$ cat config.mk
export PLATFORM = sky130hd
export DESIGN_NAME = mem_access_unit_flat
export DESIGN_NICKNAME = d
export VERILOG_FILES = /design/src/rtl/mem_access_unit_pkg.sv /design/src/rtl/mem_access_unit_if.sv /design/src/rtl/mem_wait_counter.sv /design/src/rtl/mem_access_unit.sv /design/src/flat_wrapper.sv
export SDC_FILE = /design/constraint.sdc
export NUM_CORES = 1
export LEC_CHECK = 0
export ABC_AREA = 1
export CAP_MARGIN = 15
export CORE_MARGIN = 5
export CORE_UTILIZATION = 37
export CTS_CLUSTER_SIZE = 10
export DETAILED_ROUTE_END_ITERATION = 12
export DONT_BUFFER_PORTS = 1
export SKIP_CTS_REPAIR_TIMING = 1
export SLEW_MARGIN = 25
export SYNTH_ARGS = -nofsm -noshare
export SYNTH_HDL_FRONTEND = slang
export SYNTH_HIERARCHICAL = 1
export SYNTH_SLANG_ARGS = --single-unit
$ cat constraint.sdc
create_clock -name clk -period 3.7 [get_ports clk]
set_input_delay 0 -clock clk [delete_from_list [all_inputs] [get_ports clk]]
set_output_delay 0 -clock clk [all_outputs]
set_load 0.005 [all_outputs]
$ cat src/rtl/mem_access_unit_pkg.sv
// Shared types and defaults for the MAR/MDR memory-access unit.
// The state encoding is shared with the datapath and the control unit.
package mem_access_unit_pkg;

   typedef enum logic {
      StIdle   = 1'b0,
      StAccess = 1'b1
   } state_e;

   localparam int unsigned DefDataW      = 32;
   localparam int unsigned DefAddrW      = 9;
   localparam int unsigned DefTimeoutCyc = 16;

   // Counter width for a given timeout; kept at least 1 bit when the timeout is disabled
   function automatic int unsigned wait_cnt_width(input int unsigned timeout_cyc);
      return (timeout_cyc == 0) ? 1 : $clog2(timeout_cyc + 1);
   endfunction

endpackage

$ cat src/rtl/mem_access_unit_if.sv
// Memory-port handshake between the access unit (master) and a memory of any latency (slave).
interface mem_access_unit_if
   import mem_access_unit_pkg::*;
#(
   parameter int unsigned DATA_W = DefDataW,
   parameter int unsigned ADDR_W = DefAddrW
);
   logic              req;
   logic              we;
   logic [ADDR_W-1:0] addr;
   logic [DATA_W-1:0] wdata;
   logic [DATA_W-1:0] rdata;
   logic              ack;

   modport master (output req, we, addr, wdata, input rdata, ack);
   modport slave  (input req, we, addr, wdata, output rdata, ack);
endinterface

$ cat src/rtl/mem_wait_counter.sv
// Wait-cycle counter for an outstanding access, with terminal count at TIMEOUT_CYC-1.
module mem_wait_counter
   import mem_access_unit_pkg::*;
#(
   parameter int unsigned TIMEOUT_CYC = DefTimeoutCyc
) (
   input  logic clk,
   input  logic rst,
   input  logic clear,
   input  logic enable,
   output logic tc
);
   localparam int unsigned W = wait_cnt_width(TIMEOUT_CYC);

   logic [W-1:0] cnt_q;

   always_ff @(posedge clk or posedge rst) begin
      if (rst) begin
         cnt_q <= '0;
      end else if (clear) begin
         cnt_q <= '0;
      end else if (enable) begin
         cnt_q <= cnt_q + W'(1);
      end
   end

   if (TIMEOUT_CYC > 0) begin : g_tc
      assign tc = (cnt_q == W'(TIMEOUT_CYC - 1));
   end else begin : g_no_tc
      assign tc = 1'b0;
   end
endmodule

$ cat src/rtl/mem_access_unit.sv
// MAR/MDR memory-access unit: latches address/data from the datapath bus and runs a
// req/ack access to memory, with busy/done status and a sticky timeout error.
module mem_access_unit
   import mem_access_unit_pkg::*;
#(
   parameter int unsigned DATA_W      = DefDataW,
   parameter int unsigned ADDR_W      = DefAddrW,
   parameter int unsigned TIMEOUT_CYC = DefTimeoutCyc
) (
   input  logic              clk,
   input  logic              clr,
   input  logic [DATA_W-1:0] bus_in,
   input  logic              MARin,
   input  logic              MDRin,
   input  logic              read,
   input  logic              write,
   input  logic              err_clr,
   output logic [ADDR_W-1:0] mar_q,
   output logic [DATA_W-1:0] mdr_q,
   output logic              busy,
   output logic              done,
   output logic              err,
   mem_access_unit_if.master mem
);
   state_e state_q;
   logic   start;
   logic   tc;
   logic   timeout;

   assign busy    = (state_q == StAccess);
   assign start   = (state_q == StIdle) && (read || write);
   assign timeout = busy && !mem.ack && tc;

   mem_wait_counter #(
      .TIMEOUT_CYC (TIMEOUT_CYC)
   ) u_wait_counter (
      .clk    (clk),
      .rst    (clr),
      .clear  (start),
      .enable (busy),
      .tc     (tc)
   );

   always_ff @(posedge clk or posedge clr) begin
      if (clr) begin
         state_q   <= StIdle;
         mar_q     <= '0;
         mdr_q     <= '0;
         done      <= 1'b0;
         err       <= 1'b0;
         mem.req   <= 1'b0;
         mem.we    <= 1'b0;
         mem.addr  <= '0;
         mem.wdata <= '0;
      end else begin
         done <= 1'b0;
         unique case (state_q)
            StIdle: begin
               if (MARin) mar_q <= bus_in[ADDR_W-1:0];
               if (MDRin) mdr_q <= bus_in;
               if (read || write) begin
                  // Forward same-cycle bus loads straight into the command
                  state_q   <= StAccess;
                  mem.req   <= 1'b1;
                  mem.we    <= !read;
                  mem.addr  <= MARin ? bus_in[ADDR_W-1:0] : mar_q;
                  mem.wdata <= MDRin ? bus_in : mdr_q;
               end
            end
            StAccess: begin
               if (mem.ack || tc) begin
                  state_q <= StIdle;
                  mem.req <= 1'b0;
                  done    <= 1'b1;
                  if (mem.ack && !mem.we) mdr_q <= mem.rdata;
               end
            end
            default: state_q <= StIdle;
         endcase

         if (timeout) begin
            err <= 1'b1;
         end else if (err_clr) begin
            err <= 1'b0;
         end
      end
   end
endmodule

$ cat src/flat_wrapper.sv
// flat-port wrapper written by rule: the top's interface ports become plain ports
module mem_access_unit_flat import mem_access_unit_pkg::*;
#(
   parameter int unsigned DATA_W      = DefDataW,
   parameter int unsigned ADDR_W      = DefAddrW,
   parameter int unsigned TIMEOUT_CYC = DefTimeoutCyc
)
  (clk, clr, bus_in, MARin, MDRin, read, write, err_clr, mar_q, mdr_q, busy, done, err, mem_req, mem_we, mem_addr, mem_wdata, mem_rdata, mem_ack);
  mem_access_unit_if #(.DATA_W(DATA_W), .ADDR_W(ADDR_W)) mem_i ();
  input  logic clk;
  input  logic clr;
  input  logic [DATA_W-1:0] bus_in;
  input  logic MARin;
  input  logic MDRin;
  input  logic read;
  input  logic write;
  input  logic err_clr;
  output logic [ADDR_W-1:0] mar_q;
  output logic [DATA_W-1:0] mdr_q;
  output logic busy;
  output logic done;
  output logic err;
  output wire logic [$bits(mem_i.req)-1:0] mem_req;
  output wire logic [$bits(mem_i.we)-1:0] mem_we;
  output wire logic [$bits(mem_i.addr)-1:0] mem_addr;
  output wire logic [$bits(mem_i.wdata)-1:0] mem_wdata;
  input wire logic [$bits(mem_i.rdata)-1:0] mem_rdata;
  input wire logic [$bits(mem_i.ack)-1:0] mem_ack;
  assign mem_req = mem_i.req;
  assign mem_we = mem_i.we;
  assign mem_addr = mem_i.addr;
  assign mem_wdata = mem_i.wdata;
  assign mem_i.rdata = mem_rdata;
  assign mem_i.ack = mem_ack;
  mem_access_unit #(.DATA_W(DATA_W), .ADDR_W(ADDR_W), .TIMEOUT_CYC(TIMEOUT_CYC)) u_core (.clk(clk), .clr(clr), .bus_in(bus_in), .MARin(MARin), .MDRin(MDRin), .read(read), .write(write), .err_clr(err_clr), .mar_q(mar_q), .mdr_q(mdr_q), .busy(busy), .done(done), .err(err), .mem(mem_i));
endmodule
==> impl_metrics.ini <==
[floorplanning]
pin_count = 159
chipWidth_um = 119.5
die_area_mm2 = 0.01427
die_y_um = 119.5
starting_density_of_the_core_pct = 37.38
design.core.area_mm2 = 0.01186
std_cell_rows = 40

[routing]
drc_errors = 0
antenna_violating_nets_post_route = 0
routed-via-count = 4259
wl_per_cell_um = 17.48
routed_wirelength_um = 14400
drtPass1Iterations = 5
vias_per_cell = 5.169
drt_first_iter_violations = 384

[sta]
fin_skew_ns = 0.005630
timing.max_slew.rel_slack_pct = 35.39
finalSetupTns_ns = 0
hold-worst-slack_ns = -0.03812
unrepaired_setup_endpoints_after_global_routing = false
post-route-min-period_ns = 2.812
finalHoldViolCount = 4
tightestPinTransition_ns = 0.9658
final-setup-viol-count = 0
report.final.slew_viol_count = 0
fin_crit_sh_pct = 75.99
clock.fmax_mhz = 355.7

[placement]
gp_routability_congestion = 0.8235
port-buffer-count = 0
dpl-instance-area_mm2 = 0.004444
hpwlAfterDp_um = 8730

[synth]
synthMostInstantiatedCell = nand2_1
yosysTopAreaCellShare_pct = 51.92
ys_types = 20
number_of_synthesized_flops_with_an_enable_pin = 0
ys_top_cells_by_area = dfrtp_1 52%, nand2_1 26%, nand3_1 5.6%
ys_seq_elements = 92
yosys_warnings = 6
syn-cell-area_mm2 = 0.004434
ys.flop_type = dfrtp_1
syn-num-nets = 671
synth_top_cell_by_area = dfrtp_1
post_synth.cell_area_avg_um2 = 7.428
async_flop_share_pct = 100.0
synth.cells.most_frequent = 311 x nand2_1, 92 x dfrtp_1, 50 x nand3_1
yosysSeqAreaShare_pct = 51.92
synthCells = 597

[pwr]
power.net_switching_mw = 1.549
power_switching_share_pct = 38.57
share_seq_of_total_power_pct = 48.9
powerDensity_mw_per_mm2 = 704.1
power.clock.fraction_pct = 22.3
comb_power_share_pct = 28.8
p_int_mw = 2.468
power.leakage_nw = 2.933
vdd.ir_drop.worst_v = 0.0004061

[clock_network]
cts_inserted_buffers = 9
h_tree_depth = 3
cts_max_path_buffers = 2
clock-root-buffer = clkbuf_16
tritoncts_num_sinks = 92
clk_pin_slew_worst_paths_ns = 0.07
tritoncts_clock_tree = done
clock_latency_ns = 0.34

[global_route]
global_route_usage_sum_pct = 18.01
grt_pass1_wl_um = 19990
global_route.overflow_total = 0
grt_start_max_net_pins = 59
grt_pass1_vias = 3635
antenna_found_initial = 0

[cells_and_area]
antenna-diode-count = 0
ratio_of_cells_with_drive_above_1_in_the_final_layout_pct = 3.988
post-route-cell-area_mm2 = 0.005705
finish.net_count = 747
total_of_fill_cells_in_the_finished_design = 1107
layout-area-overhead-vs-synth_pct = 28.67

[critical_path]
crit_path_end_kind = flip-flop
kind_of_start_point_of_the_critical_path = flip-flop
type_of_the_worst_setup_path = reg2reg
worstReg2RegStart = u_core/busy
worstPathRequired_ns = 3.92
max_stage_delay_ns = 0.96
worst-endpoint-arrival_ns = 3.03
crit_path_top_delay_cell = dfrtp_2
crit_start = u_core/busy
worstPathMaxFanout = 48
critical_path.reg2reg.endpoint = u_core/mdr_q[18]
depth_of_the_most_critical_reg_to_reg_path = 6
reg2reg_setup_slack_ns = 0.89
critical_path.cell_chain = nand2_1 > nand2_2 > nor2_1 > nand2_1 > dlygate4sd3_1 > nand2_1
cpMostUsedCell = nand2_1

[run]
cap_violations = 0

[worst_hold_path]
timing.hold.worst.class = in2reg
hold_end = u_core/mem.addr[6]
timing.hold.worst.start = bus_in[6]
worstHoldPathCells = 4

[outcome]
run_status = finished with violations
failing_checks = hold timing
## routing by layer
layer / vias up / GRT usage [%] / routed length, um / part of all wire, %
met3: 36 / 8.642 / 1538 / 11
met1: 2020 / 22.19 / 5671 / 39
met4: 0 / 6.442 / 306 / 2.1
met5: - / 0 / 0 / 0
li1: 1994 / - / - / -
met2: 209 / 27.54 / 6887 / 48
## metrics by stage
| step | cells | util [%] | hold WS (ns) | power (mW) | setup WS (ns) |
|---|---|---|---|---|---|
| 6_report | 824 | 48.10 | -0.03812 | 4.017 | 0.8885 |
| 5_1_grt | 824 | 48.10 | 0.01885 | 4.315 | 0.6472 |
| 4_1_cts | 728 | 39.91 | -0.5714 | 3.802 | 1.175 |
| 3_5_place_dp | 713 | 37.47 | -0.1962 | 2.883 | 1.193 |
| 3_3_place_gp | 713 | 37.47 | -0.1954 | 2.831 | 1.267 |
| 2_1_floorplan | 597 | - | -0.2215 | 2.590 | 1.450 |
## cell type report
class,count,area (um^2),share of cell area [%]
tap,147,183.9,3.224
sequential,92,2303,40.37
inverter,22,87.58,1.535
multi-input combinational,450,1856,32.52
timing repair buffer,98,985.9,17.28
clock inverter,1,5.005,0.08772
clock buffer,14,284.0,4.978
## placed cells by master (no fill, tap or decap), drive strengths merged
cell and count:
a211oi 1, a21oi 2, and3 1, buf 3
clkbuf 14, clkinv 1, dfrtp 92, dlygate4sd3 95
ha 2, inv 22, nand2 314, nand3 50
nor2 49, o21ai 31
## worst max-delay path by stage
stage | endpoint | cells after the start
floorplan | u_core/busy | 1
global placement | u_core/mem.we | 4
finish | u_core/mdr_q[18] | 6
CTS | u_core/mem.wdata[30] | 5
global route | u_core/mdr_q[18] | 6
detailed placement | u_core/mem.wdata[30] | 5
## power by group through the flow
stage	registers, mW	logic, mW	clock network, mW
after floorplan	1.77	0.823	0
after CTS	1.97	0.905	0.928
final	1.96	1.16	0.898
after detailed placement	1.98	0.906	0
after global routing	2.03	1.31	0.978
after global placement	1.97	0.856	0
## critical path, delay by kind of cell, from the launching register on
| kind | cells | cell delay (ns) |
|---|---|---|
| buf+inv | 1 | 0.56 |
| simple gates | 5 | 1.14 |
| flops | 1 | 0.96 |
## flip-flops by register name, indices dropped and copies added, names as in the netlist
register	count
u_core/u_wait_counter/cnt_q	5
u_core/mem.we	1
u_core/mdr_q	32
u_core/mem.wdata	32
u_core/mar_q	9
u_core/mem.addr	9
u_core/done	1
u_core/busy	1
u_core/err	1
u_core/mem.req	1
## cells by family after synthesis
logic type,share of synthesized area [%]
flip-flops,51.92
AO/OA/AOI/OAI,4.148
buffers and inverters,6.236
AND/OR/NAND/NOR,37.13
adder cells (fa/ha/maj),0.5642
(Power assumes the default switching activity.)
